==> config.mk <==
export PLATFORM = sky130hd
export DESIGN_NAME = cgra_host_load_resp
export DESIGN_NICKNAME = d
export VERILOG_FILES = /design/src/rtl/cgra_host_load_resp.sv
export SDC_FILE = /design/constraint.sdc
export NUM_CORES = 1
export LEC_CHECK = 0
export ABC_CLOCK_PERIOD_IN_PS = 4950
export CORE_MARGIN = 5
export CORE_UTILIZATION = 40
export CTS_CLUSTER_SIZE = 40
export DETAILED_ROUTE_END_ITERATION = 10
export PLACE_DENSITY_LB_ADDON = 0.25
export SYNTH_ARGS = -nofsm -noshare
export SYNTH_HDL_FRONTEND = slang
export SYNTH_SLANG_ARGS = --single-unit
==> constraint.sdc <==
create_clock -name clk -period 4.95 [get_ports clk]
set_input_delay 0.99 -clock clk [delete_from_list [all_inputs] [get_ports clk]]
set_output_delay 0.99 -clock clk [all_outputs]
set_load 0.05 [all_outputs]
==> src/rtl/cgra_host_load_resp.sv <==
// cgra_host_load_resp: host scan/load responder decoding requests to tile CMEM/DMEM and sequencing execution
module cgra_host_load_resp #(
  parameter int DATA_W      = 64,
  parameter int ADDR_W      = 16,
  parameter int NUM_TILES   = 16,
  parameter int CMEM_DEPTH  = 128,
  parameter int DMEM_DEPTH  = 1024,
  parameter int SRAM_RD_LAT = 1
) (
  input  logic                 clk,
  input  logic                 reset,
  input  logic [DATA_W-1:0]    data_in,
  input  logic [ADDR_W-1:0]    address_in,
  input  logic                 data_addr_valid,
  input  logic                 read_write,
  input  logic                 scan_start_exec,
  input  logic                 exec_done_in,
  output logic [DATA_W-1:0]    data_out,
  output logic                 data_out_valid,
  output logic                 busy,
  output logic                 exec_enable,
  output logic                 exec_end,
  output logic                 err_addr,
  output logic                 err_proto,
  output logic [NUM_TILES-1:0] tile_sel,
  output logic                 cmem_we,
  output logic                 cmem_re,
  output logic                 dmem_we,
  output logic                 dmem_re,
  output logic [10:0]          mem_addr,
  output logic [DATA_W-1:0]    mem_wdata,
  input  logic [DATA_W-1:0]    mem_rdata
);
  typedef enum logic [2:0] {IDLE, WR, RD_ISSUE, RD_WAIT, RESP, EXEC, DONE} state_t;
  state_t state_q, state_d;
  logic [1:0] cnt_q, cnt_d;
  logic [DATA_W-1:0] dout_q, dout_d, wdata_q, wdata_d;
  logic [10:0] addr_q, addr_d;
  logic [NUM_TILES-1:0] sel_q, sel_d;
  logic dval_q, dval_d, en_q, en_d, end_q, end_d, ea_q, ea_d, ep_q, ep_d, ok_q, ok_d;
  logic cwe_q, cwe_d, cre_q, cre_d, dwe_q, dwe_d, dre_q, dre_d;
  logic [3:0] tile;
  logic space, legal;
  logic [10:0] off;
  assign tile  = address_in[15:12];
  assign space = address_in[11];
  assign off   = address_in[10:0];
  assign legal = (32'(tile) < NUM_TILES) && (space ? 32'(off) < DMEM_DEPTH : 32'(off) < CMEM_DEPTH);
  always_comb begin
    state_d = state_q;
    cnt_d   = cnt_q;
    dout_d  = dout_q;
    wdata_d = wdata_q;
    addr_d  = addr_q;
    ok_d    = ok_q;
    en_d    = en_q;
    end_d   = end_q;
    ea_d    = ea_q;
    ep_d    = ep_q;
    sel_d   = '0;
    dval_d  = 1'b0;
    cwe_d   = 1'b0;
    cre_d   = 1'b0;
    dwe_d   = 1'b0;
    dre_d   = 1'b0;
    case (state_q)
      IDLE: if (data_addr_valid) begin
        state_d = read_write ? WR : RD_ISSUE;
        ok_d    = legal;
        addr_d  = off;
        wdata_d = data_in;
        ea_d    = ea_q | ~legal;
        sel_d   = legal ? NUM_TILES'(1) << tile : '0;
        cwe_d   = legal & ~space & read_write;
        dwe_d   = legal & space & read_write;
        cre_d   = legal & ~space & ~read_write;
        dre_d   = legal & space & ~read_write;
      end else if (scan_start_exec) begin
        state_d = EXEC;
        en_d    = 1'b1;
      end
      WR: state_d = IDLE;
      RD_ISSUE: begin
        state_d = RD_WAIT;
        cnt_d   = 2'(SRAM_RD_LAT - 1);
      end
      RD_WAIT: if (cnt_q == 2'd0) begin
        state_d = RESP;
        dval_d  = 1'b1;
        dout_d  = ok_q ? mem_rdata : '0;
      end else cnt_d = cnt_q - 2'd1;
      RESP: state_d = IDLE;
      EXEC: begin
        ep_d = ep_q | data_addr_valid;
        if (!scan_start_exec) begin
          state_d = IDLE;
          en_d    = 1'b0;
        end else if (exec_done_in) begin
          state_d = DONE;
          en_d    = 1'b0;
          end_d   = 1'b1;
        end
      end
      DONE: begin
        ep_d = ep_q | data_addr_valid;
        // exec_end stays up while the level is held so the host cannot re-trigger
        if (!scan_start_exec) begin
          state_d = IDLE;
          end_d   = 1'b0;
        end
      end
      default: state_d = IDLE;
    endcase
  end
  always_ff @(posedge clk) begin
    if (reset) begin
      state_q <= IDLE;
      cnt_q   <= '0;
      dout_q  <= '0;
      wdata_q <= '0;
      addr_q  <= '0;
      sel_q   <= '0;
      {dval_q, en_q, end_q, ea_q, ep_q, ok_q} <= '0;
      {cwe_q, cre_q, dwe_q, dre_q} <= '0;
    end else begin
      state_q <= state_d;
      cnt_q   <= cnt_d;
      dout_q  <= dout_d;
      wdata_q <= wdata_d;
      addr_q  <= addr_d;
      sel_q   <= sel_d;
      {dval_q, en_q, end_q, ea_q, ep_q, ok_q} <= {dval_d, en_d, end_d, ea_d, ep_d, ok_d};
      {cwe_q, cre_q, dwe_q, dre_q} <= {cwe_d, cre_d, dwe_d, dre_d};
    end
  end
  assign busy           = state_q != IDLE;
  assign data_out       = dout_q;
  assign data_out_valid = dval_q;
  assign exec_enable    = en_q;
  assign exec_end       = end_q;
  assign err_addr       = ea_q;
  assign err_proto      = ep_q;
  assign tile_sel       = sel_q;
  assign cmem_we        = cwe_q;
  assign cmem_re        = cre_q;
  assign dmem_we        = dwe_q;
  assign dmem_re        = dre_q;
  assign mem_addr       = addr_q;
  assign mem_wdata      = wdata_q;
endmodule

After elaboration in Yosys (flattened, before gate mapping)
Cells that the tools add are included.

Flip-flop bits (word level): 170. Input port bits: 150. Output and inout port bits: 165. Word-level logic and storage cells: 85.

$add $sub $neg: 1. $lt $le $gt $ge: 2. Equality and inequality tests: 13. Shifts and indexed selects: 1. Mux-type cells: 22. Bitwise logic cells: 14. Reductions and logical operators: 16.

Operators with widths (count): two-way mux 64 bit (1); two-way mux 3 bit (6); << shifter 1 x 4 -> 16 bit (first input constant) (1); case mux 3 bit (5 select lines) (1); != test 2 bit (second input constant) (7); AND reduction 4 bit (3); < comparator 11 bit (second input constant) (1); < comparator 11 x 8 -> 1 bit (second input constant) (1); two-way mux 1 bit (9); AND 1 bit (6); equality test 3 x 2 -> 1 bit (second input constant) (2); equality test 3 bit (second input constant) (2); != test 3 bit (second input constant) (2); inverter 1 bit (6); AND reduction 2 bit (3); nonzero test 2 bit (3); two-way mux 2 bit (2); case mux 1 bit (2 select lines) (2); case mux 2 bit (2 select lines) (1); OR reduction 2 bit (2); OR reduction 4 bit (1); zero test 3 bit (1); nonzero test 3 bit (1); OR reduction 3 bit (1); 3 further kinds (4).

Longest topological paths before layout
Gate-level depths: netlist of the first run.

Depth after elaboration: 4. Gate-level depth with buffers: 7.

Worst setup path after synthesis of the first run
No wires, ideal clock.

Path kind: input to register. From: input address_in[7]. To: register sel_q[8] (netlist: tile_sel[8]). Data arrival time: 2.182 ns. Data required time: 4.872 ns. Setup slack: 2.690 ns. Stages: 4. Buffers on the path: 0. Path through: or3_1 -> a2111oi_4 -> nand3b_1 -> nor3_1.

Longest elaborated chain between the ends: 4. Elaborated cells on any way between the ends: 5. Those cells by class: order compare (2); mux (1); bitwise (1); reduce/logical (1).

RTL lines: start: declaration (line 13) `input logic [ADDR_W-1:0] address_in,`; < comparator 11 x 8 -> 1 bit or < comparator 11 bit (tied branches) (line 48) `assign legal = (32'(tile) < NUM_TILES) && (space ? 32'(off) < DMEM_DEPTH : 32'(off) < CMEM_DEPTH);`; two-way mux 1 bit (*) (line 48); inverter 1 bit (no line) (*); OR reduction 4 bit (no line) (*); end signal: assignment (line 131) `sel_q <= sel_d;`; end: declaration (line 39) `logic [NUM_TILES-1:0] sel_q, sel_d;`.

Mark *: on every way between the ends. The rest lies on a longest branch, timed or not. A chain may end at the register's enable or synchronous reset.

Worst setup path after layout of the first run
From: register state_q[0]. To: output busy.

Longest elaborated chain between the ends: 1.

RTL lines: start: declaration (line 35) `state_t state_q, state_d;`; start signal: assignment (line 126) `state_q <= state_d;`; nonzero test 3 bit (line 136) `assign busy = state_q != IDLE;`; end: declaration (line 20) `output logic busy,`.

Every way passes these cells.

==> results of run 1 <==
## path summary, 6_finish.rpt
kind | from | endpoint | slack [ns] | depth (start not counted)
max | state_q[0] | busy | 1.82 | 2
min | ok_q | ok_q | 0.46 | 1
max reg2reg | state_q[0] | mem_wdata[33] | 2.51 | 4
min reg2reg | ok_q | ok_q | 0.46 | 1
## routing by layer
| layer | track usage [%] | up-vias |
|---|---|---|
| met5 | 0 | - |
| met4 | 8.163 | 0 |
| met3 | 11.09 | 25 |
| met2 | 36.25 | 235 |
| met1 | 22.09 | 2246 |
| li1 | - | 2265 |
## sequential cells by signal, indices dropped and copies added, names as in the netlist
| name | count |
|---|---|
| state_q | 3 |
| cnt_q | 2 |
| exec_enable | 1 |
| err_proto | 1 |
| tile_sel | 16 |
| data_out_valid | 1 |
| err_addr | 1 |
| data_out | 64 |
| mem_addr | 11 |
| exec_end | 1 |
| cmem_re | 1 |
| cmem_we | 1 |
| dmem_re | 1 |
| ok_q | 1 |
| mem_wdata | 64 |
| dmem_we | 1 |
## power by group
part / switching [mW] / leakage, nW / internal, mW
clock network: 0.537 / 0.287 / 0.737
registers: 0.0572 / 1.38 / 1.45
logic: 0.432 / 1.85 / 0.300
total: 1.03 / 3.51 / 2.49
## layout make-up
cell class	instances	area [µm²]	area share, %
Sequential cell	170	3403	37.03
Multi-Input combinational cell	232	1792	19.49
Clock buffer	20	466.7	5.078
Clock inverter	12	113.9	1.239
Inverter	6	22.52	0.2450
Tap cell	176	220.2	2.396
Timing Repair Buffer	318	3173	34.52
## per-stage QoR
stage	power (mW)	instance area, µm²	hold WS, ns	setup WS [ns]
final	3.513	9191	0.4601	1.817
after global routing	3.649	9191	0.4903	1.695
after CTS	3.553	9191	0.4653	1.802
after detailed placement	2.270	8611	0.4454	1.519
after global placement	2.255	8611	0.4430	1.634
after floorplan	1.952	5354	0.4183	2.690
## synthesized netlist by cell type
cell type  instances  share of area (%)
nand2_1            9               0.63
o221a_2            1               0.21
nand2b_1           7               0.82
nand3b_1           3               0.42
nor3_1            11                1.0
clkbuf_1          19                1.3
nand3_1            3               0.28
inv_1              6               0.42
nand4b_1           1               0.16
ha_1               1               0.23
or4b_4             1               0.26
and3_1             1               0.12
a21oi_1            9               0.84
nor3b_1            1               0.14
nor2_1            21                1.5
o21ai_0            3               0.28
and2_1             1               0.12
buf_6              1               0.21
a2111oi_4          1               0.51
a31oi_1            1               0.12
nor2b_1            1               0.12
mux2i_1            1               0.19
nor2_2             1               0.12
xor2_1             1               0.16
or3_1              2               0.23
or4_1              3               0.42
nor4_1             2               0.23
a21o_1             2               0.28
o2bb2ai_1          1               0.16
buf_4              4               0.56
o311a_1            1               0.19
dfxtp_1          170                 64
nor4b_1            3               0.49
buf_2             10               0.93
a22o_1           139                 23
## worst reg2reg max path, cell delays in order, from the launching register on
cell     delay (ns)
dfxtp_1        0.49
or4b_4         0.64
nor2_4         0.46
buf_4          0.56
a22o_1         0.24
## cell families (layout without fill, tap and decap cells)
family	after synthesis	after routing	synth area share (%)
adder cells (fa/ha/maj)	1	1	0.2337
AND/OR/NAND/NOR	71	71	7.058
buffers and inverters	40	356	3.459
flip-flops	170	170	63.57
AO/OA/AOI/OAI	158	158	25.33
multiplexers	1	1	0.1870
XOR/XNOR	1	1	0.1636
==> impl_metrics.csv, run 1 <==
group,metric,value,unit
status,outcome,"finished, final reports clean",
yosys,ys_ff_latch,170,
yosys,synth_cells,442,
clocking,cts_max_level,4,
finish,mostFrequentLayoutCells,"clkdlybuf4s50_1 (314), dfxtp_1 (170), a22o_1 (139), nor2_1 (19), clkbuf_16 (17)",
critical_path,end_kind,"primary output",
pwr,peakVddDrop,0.2426,mV
placed_design,placedCellCount,902,
critical_path,crit_type,"reg2out",
clocking,post_cts_buffers,0,
finish,drive_gt1_share,5.673,%
yosys,synth-warning-count,0,
clocking,tritoncts,"done",
clocking,cts.sinks,170,
drt,drtAntennaViolNets,0,
critical_path,critical_path_required,3.96,ns
timing,tightestPinTransition,0.7636,ns
yosys,yosysSeqAreaShare,63.57,%
clocking,clock_insertion_delay_worst_skew,0.42,ns
clocking,cts.clk_slew.worst_paths,0.06,ns
drt,wl_per_cell,18.43,µm
clocking,cts_buffers,17,
global_routing,grt_pass1_wl,26390,µm
yosys,synthDistinctLibCells,35,
yosys,syn_avg_cell_area,12.11,µm²
drt,wirelength,17210,µm
drt,via_count,4771,
timing,slew_violations,0,
global_routing,grt_pass1_vias,4876,
global_routing,antenna_found_initial,0,
placed_design,numPortBuffers,314,
critical_path,slowest_delay,0.83,ns
drt,dr_wl_met3,1980,µm
timing,relSlewSlack,48.94,%
timing,fin_skew,0.009922,ns
drt,met2_wirelength,8496,µm
clocking,postCtsResizedCells,0,
floorplan,io_pins,315,
critical_path,start_kind,"register",
critical_path,worst-path-buf-inv,1,
timing,fin_tns_setup,0,ns
timing,fmax,0.3192,GHz
drt,met1_length,6410,µm
yosys,synth.net_count,593,
floorplan,start_util,40.59,%
finish,diodes,0,
drt,top_layer,"met4",
floorplan,die_h,125.7,µm
clocking,hold_buffers,0,
global_routing,grt_overflow,0,
drt,drc,0,
critical_path,crit_fanout,19,
floorplan,core_area,13190,µm²
pwr,p_leak,3.514,nW
hold_path,hold_class,"reg2reg",
clocking,cts_root_buf,"clkbuf_16",
placed_design,gp_congestion,0.8690,
run,drv_cap,0,
drt,dr.first_iter.drc_count,278,
critical_path,critPathTopFamily,"buffers and inverters",
global_routing,grt_usage,21.20,%
finish,final_common_cell,"clkdlybuf4s50_1",
finish,fillerInstances,963,
finish,final_util,69.68,%
floorplan,fp.dieW,125.7,µm
timing,layout_worst_path_cycle_share,63.29,%
timing,fin_crit,3.133,ns
global_routing,grt_max_degree,76,
placed_design,dpl.hpwl,13060,µm
floorplan,die_area,15800,µm²
timing,grt_setup_unrepaired,"false",
drt,vias_per_cell,5.108,
finish,fin_cells,934,
critical_path,path_cells,"or3_1 > clkdlybuf4s50_1",
critical_path,critPathSlowestCell,"clkdlybuf4s50_1",
critical_path,worstPathArrival,2.14,ns
timing,setup_violations,0,
yosys,netlist_area,5354,µm²
clocking,cts_max_path_buffers,2,
timing,final-hold-violation-count,0,
finish,nets,896,
floorplan,rows,42,
drt,dr.pass1.iters,4,
pwr,p_per_area,382.2,nW/µm²
finish,syn_to_final_growth,71.68,%
No activity file was read; power rests on OpenSTA's default activity.
==> run 2, diff against run 1 <==
- ABC_CLOCK_PERIOD_IN_PS: 4950 -> 2550
- CORE_UTILIZATION: 40 -> 34
- clock period: 4.95 -> 2.55 ns (I/O delays scaled with it)
==> impl_metrics.csv, run 2 (synthesis results as in run 1) <==
group,metric,value,unit
critical_path,critPathTopFamily,"buffers and inverters",
clocking,cts_max_level,4,
finish,diodes,0,
run,drv_cap,0,
drt,drtAntennaViolNets,0,
floorplan,start_util,34.96,%
finish,syn_to_final_growth,73.99,%
drt,vias_per_cell,4.900,
clocking,cts_max_path_buffers,2,
hold_path,hold_class,"reg2reg",
global_routing,grt_max_degree,65,
timing,final-hold-violation-count,0,
finish,final_area,9315,µm²
clocking,cts_buffers,17,
critical_path,worst-path-buf-inv,1,
critical_path,end_kind,"primary output",
pwr,peakVddDrop,0.4895,mV
placed_design,dpl.hpwl,13000,µm
drt,drc,0,
floorplan,fp.dieW,135.5,µm
pwr,p_total,6.805,mW
clocking,tritoncts,"done",
clocking,cts.sinks,170,
finish,fin_cells,977,
pwr,swShare,28.79,%
critical_path,r2r_start,"state_q[1]",
finish,drive_gt1_share,6.005,%
timing,fmax,0.4713,GHz
clocking,clock_insertion_delay_worst_skew,0.41,ns
clocking,post_cts_buffers,0,
clocking,cts.clk_slew.worst_paths,0.06,ns
placed_design,placed_area,8762,µm²
placed_design,placedCellCount,945,
timing,setup_violations,0,
global_routing,grt_pass1_vias,4983,
drt,wirelength,17460,µm
critical_path,crit_fanout,2,
floorplan,die_area,18360,µm²
finish,mostFrequentLayoutCells,"clkdlybuf4s50_1 (313), dfxtp_1 (170), a22o_1 (139), nor2_1 (19), clkbuf_16 (17)",
timing,fin_crit,2.122,ns
finish,nets,904,
pwr,clkPwrFrac,35.7,%
floorplan,die_h,135.5,µm
timing,layout_worst_path_cycle_share,83.21,%
critical_path,cp.depth,1,
timing,grt_setup_unrepaired,"false",
clocking,postCtsResizedCells,0,
floorplan,rows,45,
timing,fin_skew,0.006170,ns
clocking,cts_root_buf,"clkbuf_16",
global_routing,grt_pass1_wl,26750,µm
pwr,p_leak,3.547,nW
critical_path,worstPathArrival,1.61,ns
drt,dr.first_iter.drc_count,202,
hold_path,hold_start,"ok_q",
critical_path,r2r_slack,0.45,ns
timing,tightestPinTransition,0.8694,ns
critical_path,start_kind,"register",
pwr,combPwrFrac,21.7,%
critical_path,crit_type,"reg2out",
pwr,power.internal,4.846,mW
hold_path,hold_depth,1,
critical_path,ff2ff_path_depth,5,
pwr,seqPwrFrac,42.6,%
critical_path,crit_start,"data_out[30]",
timing,relSlewSlack,41.90,%
drt,dr.pass1.iters,4,
floorplan,core_area,15310,µm²
critical_path,path_cells,"clkdlybuf4s50_1",
pwr,p_per_area,730.5,nW/µm²
placed_design,numPortBuffers,314,
finish,final_util,60.83,%
clocking,hold_buffers,0,
drt,via_count,4787,
global_routing,antenna_found_initial,0,
global_routing,grt_overflow,0,
critical_path,slowest_delay,0.86,ns
global_routing,grt_usage,18.46,%
drt,wl_per_cell,17.87,µm
finish,final_common_cell,"clkdlybuf4s50_1",
pwr,p_switching,1.959,mW
status,outcome,"finished, final reports clean",
critical_path,critPathSlowestCell,"clkdlybuf4s50_1",
critical_path,critical_path_required,2.04,ns
floorplan,io_pins,315,
placed_design,gp_congestion,0.7902,
timing,slew_violations,0,
==> run 2: cell types whose count changed in the layout (fill, tap and decap cells not counted), sizes merged <==
cell           previous run  this run
buf                       4        13
clkinv                    7         3
inv                       9         6
clkbuf                   20        26
clkinvlp                  1         2
clkdlybuf4s50           314       313
==> run 2: layer usage <==
metal,wire [µm],GRT usage (%),vias to the layer above
li1,-,-,2286
met1,6461,19.80,2243
met2,8352,30.86,240
met3,2376,10.33,18
met4,265,6.103,0
met5,0,0,-
==> run 2: final timing paths <==
path / end
setup / recovery: data_out[30]
hold reg to reg: ok_q
setup reg to reg: mem_wdata[29]
hold / removal: ok_q
==> run 2: stage by stage <==
stage | hold WS (ns) | TNS, ns | setup WS (ns)
finish | 0.4581 | 0 | 0.4281
global route | 0.4899 | 0 | 0.2482
CTS | 0.4590 | 0 | 0.3756
detailed placement | 0.4381 | -0.02744 | -0.02744
global placement | 0.4435 | 0 | 0.04592
floorplan | 0.4183 | 0 | 0.7701
==> run 2: power groups by stage <==
stage	logic (mW)	clock network (mW)	registers (mW)
2_1_floorplan	0.338	0	3.45
3_3_place_gp	1.46	0	2.95
3_5_place_dp	1.48	0	2.96
4_1_cts	1.49	2.50	2.90
5_1_grt	1.55	2.60	2.92
6_report	1.48	2.43	2.90
==> run 2: final cells by class <==
cell class / instances / area, µm²
clock inverter: 6 / 63.81
timing repair buffer: 326 / 3281
fill: 1229 / 6000
inverter: 6 / 22.52
multi-input combinational: 232 / 1792
sequential: 170 / 3403
tap: 211 / 264.0
clock buffer: 26 / 489.2
==> run 3, diff against run 2 <==
- ABC_CLOCK_PERIOD_IN_PS: 2550 -> 1900
- clock period: 2.55 -> 1.9 ns (I/O delays scaled with it)
==> impl_metrics.csv, run 3 (synthesis results as in run 1) <==
group,metric,value,unit
critical_path,crit_fanout,18,
critical_path,start_kind,"register",
timing,final-hold-violation-count,0,
pwr,p_per_area,970.9,nW/µm²
clocking,clock_insertion_delay_worst_skew,0.41,ns
global_routing,use_met2,31.17,%
global_routing,met1_usage,20.14,%
pwr,peakVddDrop,0.5673,mV
hold_path,hold_class,"reg2reg",
global_routing,met3_usage,8.692,%
placed_design,numPortBuffers,314,
timing,slew_violations,0,
placed_design,placedCellCount,960,
clocking,cts_max_level,4,
clocking,cts.clk_slew.worst_paths,0.06,ns
floorplan,die_h,135.5,µm
drt,drtAntennaViolNets,0,
finish,fin_cells,991,
status,outcome,"finished, final reports clean",
finish,syn_to_final_growth,72.31,%
floorplan,io_pins,315,
placed_design,gp_congestion,0.7982,
finish,diodes,0,
floorplan,start_util,34.96,%
placed_design,placed_area,8842,µm²
clocking,cts_root_buf,"clkbuf_16",
finish,mostFrequentLayoutCells,"dfxtp_1 (169), clkdlybuf4s50_1 (149), a22o_1 (139), dlygate4sd2_1 (121), buf_4 (59)",
run,drv_cap,0,
drt,via_count,4864,
clocking,cts_buffers,17,
global_routing,busiest_layer,"met2",
clocking,tritoncts,"done",
drt,wl_per_cell,17.60,µm
critical_path,slowest_delay,0.41,ns
critical_path,critical_path_required,1.52,ns
timing,relSlewSlack,64.21,%
timing,grt_setup_unrepaired,"false",
clocking,cts_max_path_buffers,2,
finish,nets,918,
floorplan,rows,45,
timing,fmax,0.5468,GHz
finish,fillerInstances,1297,
clocking,post_cts_buffers,0,
finish,drive_gt1_share,13.97,%
placed_design,dpl.hpwl,13310,µm
hold_path,hold_depth,1,
drt,vias_per_cell,4.908,
critical_path,ff2ff_path_depth,5,
timing,layout_worst_path_cycle_share,96.25,%
global_routing,grt_pass1_wl,26500,µm
floorplan,die_area,18360,µm²
drt,dr.pass1.iters,4,
global_routing,antenna_found_initial,0,
drt,dr.first_iter.drc_count,162,
critical_path,end_kind,"primary output",
floorplan,core_area,15310,µm²
global_routing,grt_pass1_vias,5051,
clocking,cts.sinks,170,
pwr,p_leak,4.263,nW
critical_path,critPathSlowestCell,"or3_4",
global_routing,grt_usage,18.32,%
critical_path,worstPathArrival,1.45,ns
floorplan,fp.dieW,135.5,µm
critical_path,crit_type,"reg2out",
timing,fin_tns_setup,0,ns
finish,final_area,9225,µm²
timing,fin_skew,0.01318,ns
timing,setup_violations,0,
global_routing,grt_overflow,0,
drt,drc,0,
finish,final_common_cell,"dfxtp_1",
global_routing,grt_max_degree,54,
timing,fin_crit,1.829,ns
timing,tightestPinTransition,0.5390,ns
critical_path,path_cells,"buf_6 > or3_4 > buf_12",
drt,wirelength,17440,µm
-- run 3: cell types whose count changed in the layout (fill, tap and decap cells not counted), moves of 3 or more --
cell	before	now
buf_12	4	10
dlygate4sd2_1	0	121
clkdlybuf4s50_1	313	149
clkbuf_8	3	0
buf_4	9	59
clkbuf_1	6	3
inv_6	0	4
-- run 3: worst max-delay path, delay by kind of cell, from the launching register on --
family	cells	cell delay, ns
flops	1	0.32
buf+inv	2	0.31
simple gates	1	0.41
-- run 3: layout make-up --
| cell class | count | area, µm² | area share (%) |
|---|---|---|---|
| flip-flops and latches | 170 | 3405 | 36.90 |
| well taps | 211 | 264.0 | 2.862 |
| inverters | 6 | 22.52 | 0.2441 |
| repair buffers | 340 | 3206 | 34.75 |
| multi-input cells | 232 | 1802 | 19.53 |
| clock inverters | 12 | 90.09 | 0.9765 |
| clock buffers | 20 | 436.7 | 4.733 |
-- run 3: timing repair --
item / in CTS / in global routing
resized for setup: 125 / 1
endpoints found under the hold margin: 0 / 0
setup endpoints to repair: 122 / 2
pin swaps: 0 / 1
cloned: 0 / 0
hold buffers: 0 / 0
-- run 3: worst paths after layout --
check / startpoint / endpoint / slack, ns
worst max-delay path: state_q[0] / busy / 0.07
worst min register to register: ok_q / ok_q / 0.45
worst min-delay path: ok_q / ok_q / 0.45
worst max register to register: state_q[2] / tile_sel[8] / 0.22
-- run 3: stage by stage --
step | setup slack [ns] | util [%] | power (mW) | hold slack, ns
floorplan | 0.2501 | - | 5.085 | 0.4183
global placement | -0.3120 | 57.74 | 6.005 | 0.4370
detailed placement | -0.3725 | 57.74 | 6.034 | 0.4414
CTS | -0.04359 | 60.28 | 9.064 | 0.4565
global route | 0.01257 | 60.24 | 9.320 | 0.4877
finish | 0.07131 | 60.24 | 8.957 | 0.4509
-- run 3: where the power goes --
group | switching (mW) | internal, mW
registers | 0.106 | 3.77
logic | 1.19 | 0.774
clock network | 1.42 | 1.69
-- run 3: per-layer routing --
| layer | vias to the layer above | share of wire, % |
|---|---|---|
| li1 | 2311 | - |
| met1 | 2276 | 39 |
| met2 | 254 | 48 |
| met3 | 23 | 12 |
| met4 | 0 | 1.7 |
| met5 | - | 0 |
